`src/rtl/pipe_pkg.sv`:
```
// Shared types and helpers for the register-slice pipeline chain.
package pipe_pkg;

    typedef enum logic [1:0] {
        EMPTY = 2'd0,
        BUSY  = 2'd1,
        FULL  = 2'd2
    } slice_state_t;

    // Counter width able to hold 0..2*stages.
    function automatic int occ_width(input int stages);
        return $clog2(2 * stages + 1);
    endfunction

endpackage

```
`src/rtl/reg_slice.sv`:
```
// One two-entry skid-buffer slice: main register faces downstream, skid
// register absorbs the one extra beat so in_ready can be a pure state decode.
module reg_slice
    import pipe_pkg::*;
#(
    parameter int WIDTH = 8
) (
    input  logic             clk,
    input  logic             rst,
    input  logic             flush,
    input  logic             in_valid,
    output logic             in_ready,
    input  logic [WIDTH-1:0] in_data,
    output logic             out_valid,
    input  logic             out_ready,
    output logic [WIDTH-1:0] out_data,
    output slice_state_t     state
);

    // Handshake: a beat moves on a port only at a rising edge where valid and
    // ready are both high; valid never waits on ready and ready never looks at
    // valid, so both sides are plain decodes of the registered state.
    slice_state_t     state_q, state_d;
    logic [WIDTH-1:0] main_q, skid_q;
    logic             in_fire, out_fire;
    logic             load_main, load_main_from_skid, load_skid;

    assign in_ready  = (state_q != FULL);
    assign out_valid = (state_q != EMPTY);
    assign out_data  = main_q;
    assign state     = state_q;
    assign in_fire   = in_valid && in_ready;
    assign out_fire  = out_valid && out_ready;

    always_comb begin
        state_d             = state_q;
        load_main           = 1'b0;
        load_main_from_skid = 1'b0;
        load_skid           = 1'b0;
        case (state_q)
            EMPTY: begin
                if (in_fire) begin
                    state_d   = BUSY;
                    load_main = 1'b1;
                end
            end
            BUSY: begin
                case ({in_fire, out_fire})
                    2'b10: begin
                        state_d   = FULL;
                        load_skid = 1'b1;
                    end
                    2'b01: state_d = EMPTY;
                    2'b11: load_main = 1'b1;
                    default: state_d = BUSY;
                endcase
            end
            FULL: begin
                if (out_fire) begin
                    state_d             = BUSY;
                    load_main_from_skid = 1'b1;
                end
            end
            default: state_d = EMPTY;
        endcase
        // Flush wins over every transition; payload loads are harmless then.
        if (flush) begin
            state_d = EMPTY;
        end
    end

    always_ff @(posedge clk) begin
        if (rst) begin
            state_q <= EMPTY;
            main_q  <= '0;
        end else begin
            state_q <= state_d;
            if (load_main) begin
                main_q <= in_data;
            end else if (load_main_from_skid) begin
                main_q <= skid_q;
            end
        end
    end

    always_ff @(posedge clk) begin
        if (load_skid) begin
            skid_q <= in_data;
        end
    end

endmodule

```
`src/rtl/pipe_reg_chain.sv`:
```
// Cascade of STAGES skid slices with a chain-wide occupancy counter.
module pipe_reg_chain
    import pipe_pkg::*;
#(
    parameter int WIDTH  = 8,
    parameter int STAGES = 2
) (
    input  logic                            clk,
    input  logic                            rst,
    input  logic                            flush,
    input  logic                            in_valid,
    output logic                            in_ready,
    input  logic [WIDTH-1:0]                in_data,
    output logic                            out_valid,
    input  logic                            out_ready,
    output logic [WIDTH-1:0]                out_data,
    output logic [occ_width(STAGES)-1:0]    occupancy,
    output slice_state_t [STAGES-1:0]       dbg_state
);

    localparam int OCC_W = occ_width(STAGES);

    // Link k sits between slice k-1 and slice k; link 0 is the input port.
    logic [STAGES:0]  link_valid;
    logic [STAGES:0]  link_ready;
    logic [WIDTH-1:0] link_data [STAGES+1];
    logic [OCC_W-1:0] occ_q;
    logic             chain_in_fire, chain_out_fire;

    assign link_valid[0]      = in_valid;
    assign link_data[0]       = in_data;
    assign in_ready           = link_ready[0];
    assign out_valid          = link_valid[STAGES];
    assign out_data           = link_data[STAGES];
    assign link_ready[STAGES] = out_ready;

    for (genvar k = 0; k < STAGES; k++) begin : g_slice
        reg_slice #(.WIDTH(WIDTH)) u_slice (
            .clk       (clk),
            .rst       (rst),
            .flush     (flush),
            .in_valid  (link_valid[k]),
            .in_ready  (link_ready[k]),
            .in_data   (link_data[k]),
            .out_valid (link_valid[k+1]),
            .out_ready (link_ready[k+1]),
            .out_data  (link_data[k+1]),
            .state     (dbg_state[k])
        );
    end

    assign chain_in_fire  = in_valid && link_ready[0];
    assign chain_out_fire = link_valid[STAGES] && out_ready;
    assign occupancy      = occ_q;

    always_ff @(posedge clk) begin
        if (rst || flush) begin
            occ_q <= '0;
        end else begin
            case ({chain_in_fire, chain_out_fire})
                2'b10:   occ_q <= occ_q + OCC_W'(1);
                2'b01:   occ_q <= occ_q - OCC_W'(1);
                default: occ_q <= occ_q;
            endcase
        end
    end

endmodule

```
`config.mk`:
```
export PLATFORM = sky130hd
export DESIGN_NAME = pipe_reg_chain
export DESIGN_NICKNAME = d
export VERILOG_FILES = /design/src/rtl/pipe_pkg.sv /design/src/rtl/reg_slice.sv /design/src/rtl/pipe_reg_chain.sv
export SDC_FILE = /design/constraint.sdc
export NUM_CORES = 1
export LEC_CHECK = 0
export CAP_MARGIN = 20
export CORE_ASPECT_RATIO = 2
export CORE_MARGIN = 8
export CORE_UTILIZATION = 50
export CTS_CLUSTER_DIAMETER = 150
export CTS_CLUSTER_SIZE = 10
export DETAILED_ROUTE_END_ITERATION = 10
export GPL_TIMING_DRIVEN = 0
export PLACE_DENSITY = 0.86
export RECOVER_POWER = 50
export SETUP_SLACK_MARGIN = 0.3
export SKIP_CTS_REPAIR_TIMING = 1
export SLEW_MARGIN = 20
export SYNTH_ARGS = -nofsm -noshare
export SYNTH_HDL_FRONTEND = slang
export SYNTH_SLANG_ARGS = --single-unit
export TNS_END_PERCENT = 5
```
`constraint.sdc`:
```
create_clock -name clk -period 2.9 [get_ports clk]
set_clock_uncertainty 0.1 [all_clocks]
set_input_delay 0.87 -clock clk [delete_from_list [all_inputs] [get_ports clk]]
set_output_delay 0.87 -clock clk [all_outputs]
set_load 0.01 [all_outputs]
```
==> summary.md <==
| Metric | Value |
|---|---|
| Status | finished clean |
| Global-route usage over all layers | 12.6% |
| Pwr Density | 602 nW/um^2 |
| Clock buffer depth | 2 |
| GR Overflow Total | 0 |
| Worst EP required | 1.93 ns |
| # rows | 29 |
| M1 GR Usage | 12.6% |
| Layout Nets | 195 |
| Vias in the first global route | 1310 |
| Switch Pwr | 240 uW |
| Fmax | 0.388 GHz |
| Synth Flop Type | dfxtp_1 |
| WS Path Type | reg -> out |
| Syn nets | 160 |
| Startpoint types | flip-flop |
| Commonest cells after routing, fill and taps aside | 30 x nand2_1, 23 x dfxtp_1, 17 x clkdlybuf4s50_1 |
| Hold WC Path Type | reg -> reg |
| Fin util | 65.4% |
| Die span in x | 55.5 um |
| Avg WL per Cell | 14.5 um |
| Number of I/O pins | 30 |
| Worst Reg-to-Reg Cells | 7 |
| CTS tree | built |
| ANT cells | 0 |
| DR vias/cell | 5.67 |
| Area Growth Syn to Fin | 29.0% |
| Placed cell count | 205 |
| GRT met3 Usage | 4.93% |
| Final hold slack | 0.357 ns |
| Initial antenna violation count | 0 |
| IO buf count | 28 |
| Commonest non-fill, non-tap cell in the layout | nand2_1 |
| Post-synth EDFFs | 16 |
| Fillers | 245 |
| FF-to-FF Start | g_slice[0].u_slice.state[0] |
| Hold endpoint | g_slice[1].u_slice.skid_q[5] |
| Routed Antenna Nets | 0 |
| Post-synthesis cell count | 146 |
| DRT Pass-1 Iters | 4 |
| Die height | 95.1 um |
| Critical Path AT | 1.61 ns |
| GR Util met2 | 23.0% |
| Clock Sinks | 39 |
| Remaining DRCs | 0 |
| VDD IR max | 546 uV |
| Clock root buffer | clkbuf_8 |
| TritonCTS buffer count | 5 |
| Slew @ Worst Pin | 1.03 ns |
| Syn Area/Cell | 10.7 um^2 |
| Clock Pin Slew Worst Setup and Hold Paths | 0.07 ns |
| Final Max Slew Viols | 0 |
| Clock Latency Late Sink | 0.29 ns |
| YS warnings | 0 |
| Max_slew headroom | 30.6% |
| Largest net degree at the start of global routing | 14 |
| Vias | 1207 |
| WHS Path Cells | 0 |
| Clock share of power | 43.7% |
| Total wire length | 3.09 mm |
| Placer Congestion | 0.735 |
| Layout cells sized above 1 | 8.79% |
| Worst Path Max Fanout | 9 |
| Fin cells | 213 |
| Setup TNS | 0 ns |
| Final min period | 2.58 ns |
| Logic pwr share | 7.2% |
| RSZ-0062 raised after global routing | true |
| Distinct cells, synth | 33 |
| Net Sw Frac | 19.8% |
| Initial DRC Count | 16 |
| HPWL Detailed | 2.32 mm |
| Synth Register Bits | 39 |
| Max cap viols | 0 |
| Initial core utilization | 50.7% |
| Crit. End Element | output pin |
| Post-Syn Area | 1560 um^2 |
| Fin crit share | 88.9% |
| First-pass GRT wire length | 5.61 mm |
| Placeable Area | 3080 um^2 |
| Int Pwr | 974 uW |
| R2R setup slack | 0.70 ns |
| Hold Fails Final Rpt | 0 |
| R2R Path End | occupancy[2] |
| Seq/Total Area, Yosys | 60.2% |
| Async set or reset register ratio after synthesis | 0% |
| H-tree lvl count | 2 |
| Leakage | 0.715 nW |
| Final setup violation count | 0 |
| Die Area | 5280 um^2 |
| Hold path start | g_slice[0].u_slice.out_data[5] |
| GRT Max-Usage Layer | met2 |
| Reg power frac | 49.2% |
## layer usage
| metal | part of all wire [%] | wire, um |
|---|---|---|
| met5 | 0 | 0 |
| met4 | 0.68 | 21 |
| met3 | 5.9 | 181 |
| met2 | 54 | 1680 |
| met1 | 39 | 1210 |
## through the flow
stage                     total power, mW  setup slack, ns  cell area, um^2
final                                1.21            0.322             2020
after global routing                 1.26            0.249             2020
after global placement              0.695          -0.0503             1880
after floorplan                     0.651            0.537             1560
after CTS                            1.23            0.231             2020
after detailed placement            0.699          -0.0678             1880
## worst max-delay path by stage
| stage | from | end | cells past startpoint |
|---|---|---|---|
| global placement | out_ready | occupancy[2] | 7 |
| finish | g_slice[0].u_slice.state[0] | in_ready | 3 |
| CTS | out_ready | occupancy[2] | 7 |
| global route | g_slice[0].u_slice.state[0] | in_ready | 3 |
| detailed placement | out_ready | occupancy[2] | 7 |
| floorplan | out_ready | occupancy[2] | 6 |
## area by class of cell
| type | count | area (um^2) | share of cell area (%) |
|---|---|---|---|
| Timing Repair Buffer | 28 | 277 | 13.7 |
| Sequential cell | 39 | 941 | 46.7 |
| Clock inverter | 3 | 67.6 | 3.35 |
| Tap cell | 31 | 38.8 | 1.92 |
| Multi-Input combinational cell | 101 | 592 | 29.4 |
| Buffer | 6 | 31.3 | 1.55 |
| Clock buffer | 5 | 68.8 | 3.41 |
## Yosys cell counts (2+ instances only)
cell | n | area [um^2]
a21oi_1 | 13 | 65.1
clkbuf_1 | 2 | 7.51
a311oi_1 | 8 | 70.1
nand2b_1 | 2 | 12.5
nor2_1 | 13 | 48.8
dfxtp_1 | 23 | 460
o21ai_0 | 3 | 15.0
and2_1 | 2 | 12.5
edfxtp_1 | 16 | 480
a22oi_1 | 8 | 60.1
and3_1 | 2 | 12.5
nand2_1 | 30 | 113
nand4_1 | 2 | 12.5
buf_2 | 3 | 15.0
## cell families (layout without fill, tap and decap cells)
logic type	after synthesis	after routing	synth area share, %
adder cells (fa/ha/maj)	1	1	1.28
flip-flops	39	39	60.2
buffers and inverters	6	42	2.16
AO/OA/AOI/OAI	39	39	17.8
XOR/XNOR	1	1	0.561
multiplexers	1	1	0.721
AND/OR/NAND/NOR	59	59	17.3
## sequential cells by signal (all words and copies together) (netlist names)
name and cells:
g_slice.u_slice.state 4, g_slice.u_slice.skid_q 16, g_slice.u_slice.out_data 16, occupancy 3
## power by group through the flow
stage / sequential, mW / clock [mW] / combinational (mW)
final: 0.597 / 0.530 / 0.0869
after global routing: 0.600 / 0.559 / 0.0965
after CTS: 0.597 / 0.538 / 0.0909
after detailed placement: 0.609 / 0 / 0.0899
after global placement: 0.608 / 0 / 0.0870
after floorplan: 0.612 / 0 / 0.0388
## critical path: stages (launching register included)
cell and delay, ns:
dfxtp_1 0.47, nand2b_4 0.18, buf_6 0.13, clkdlybuf4s50_1 0.54
Power figures use the tool's default switching activity.
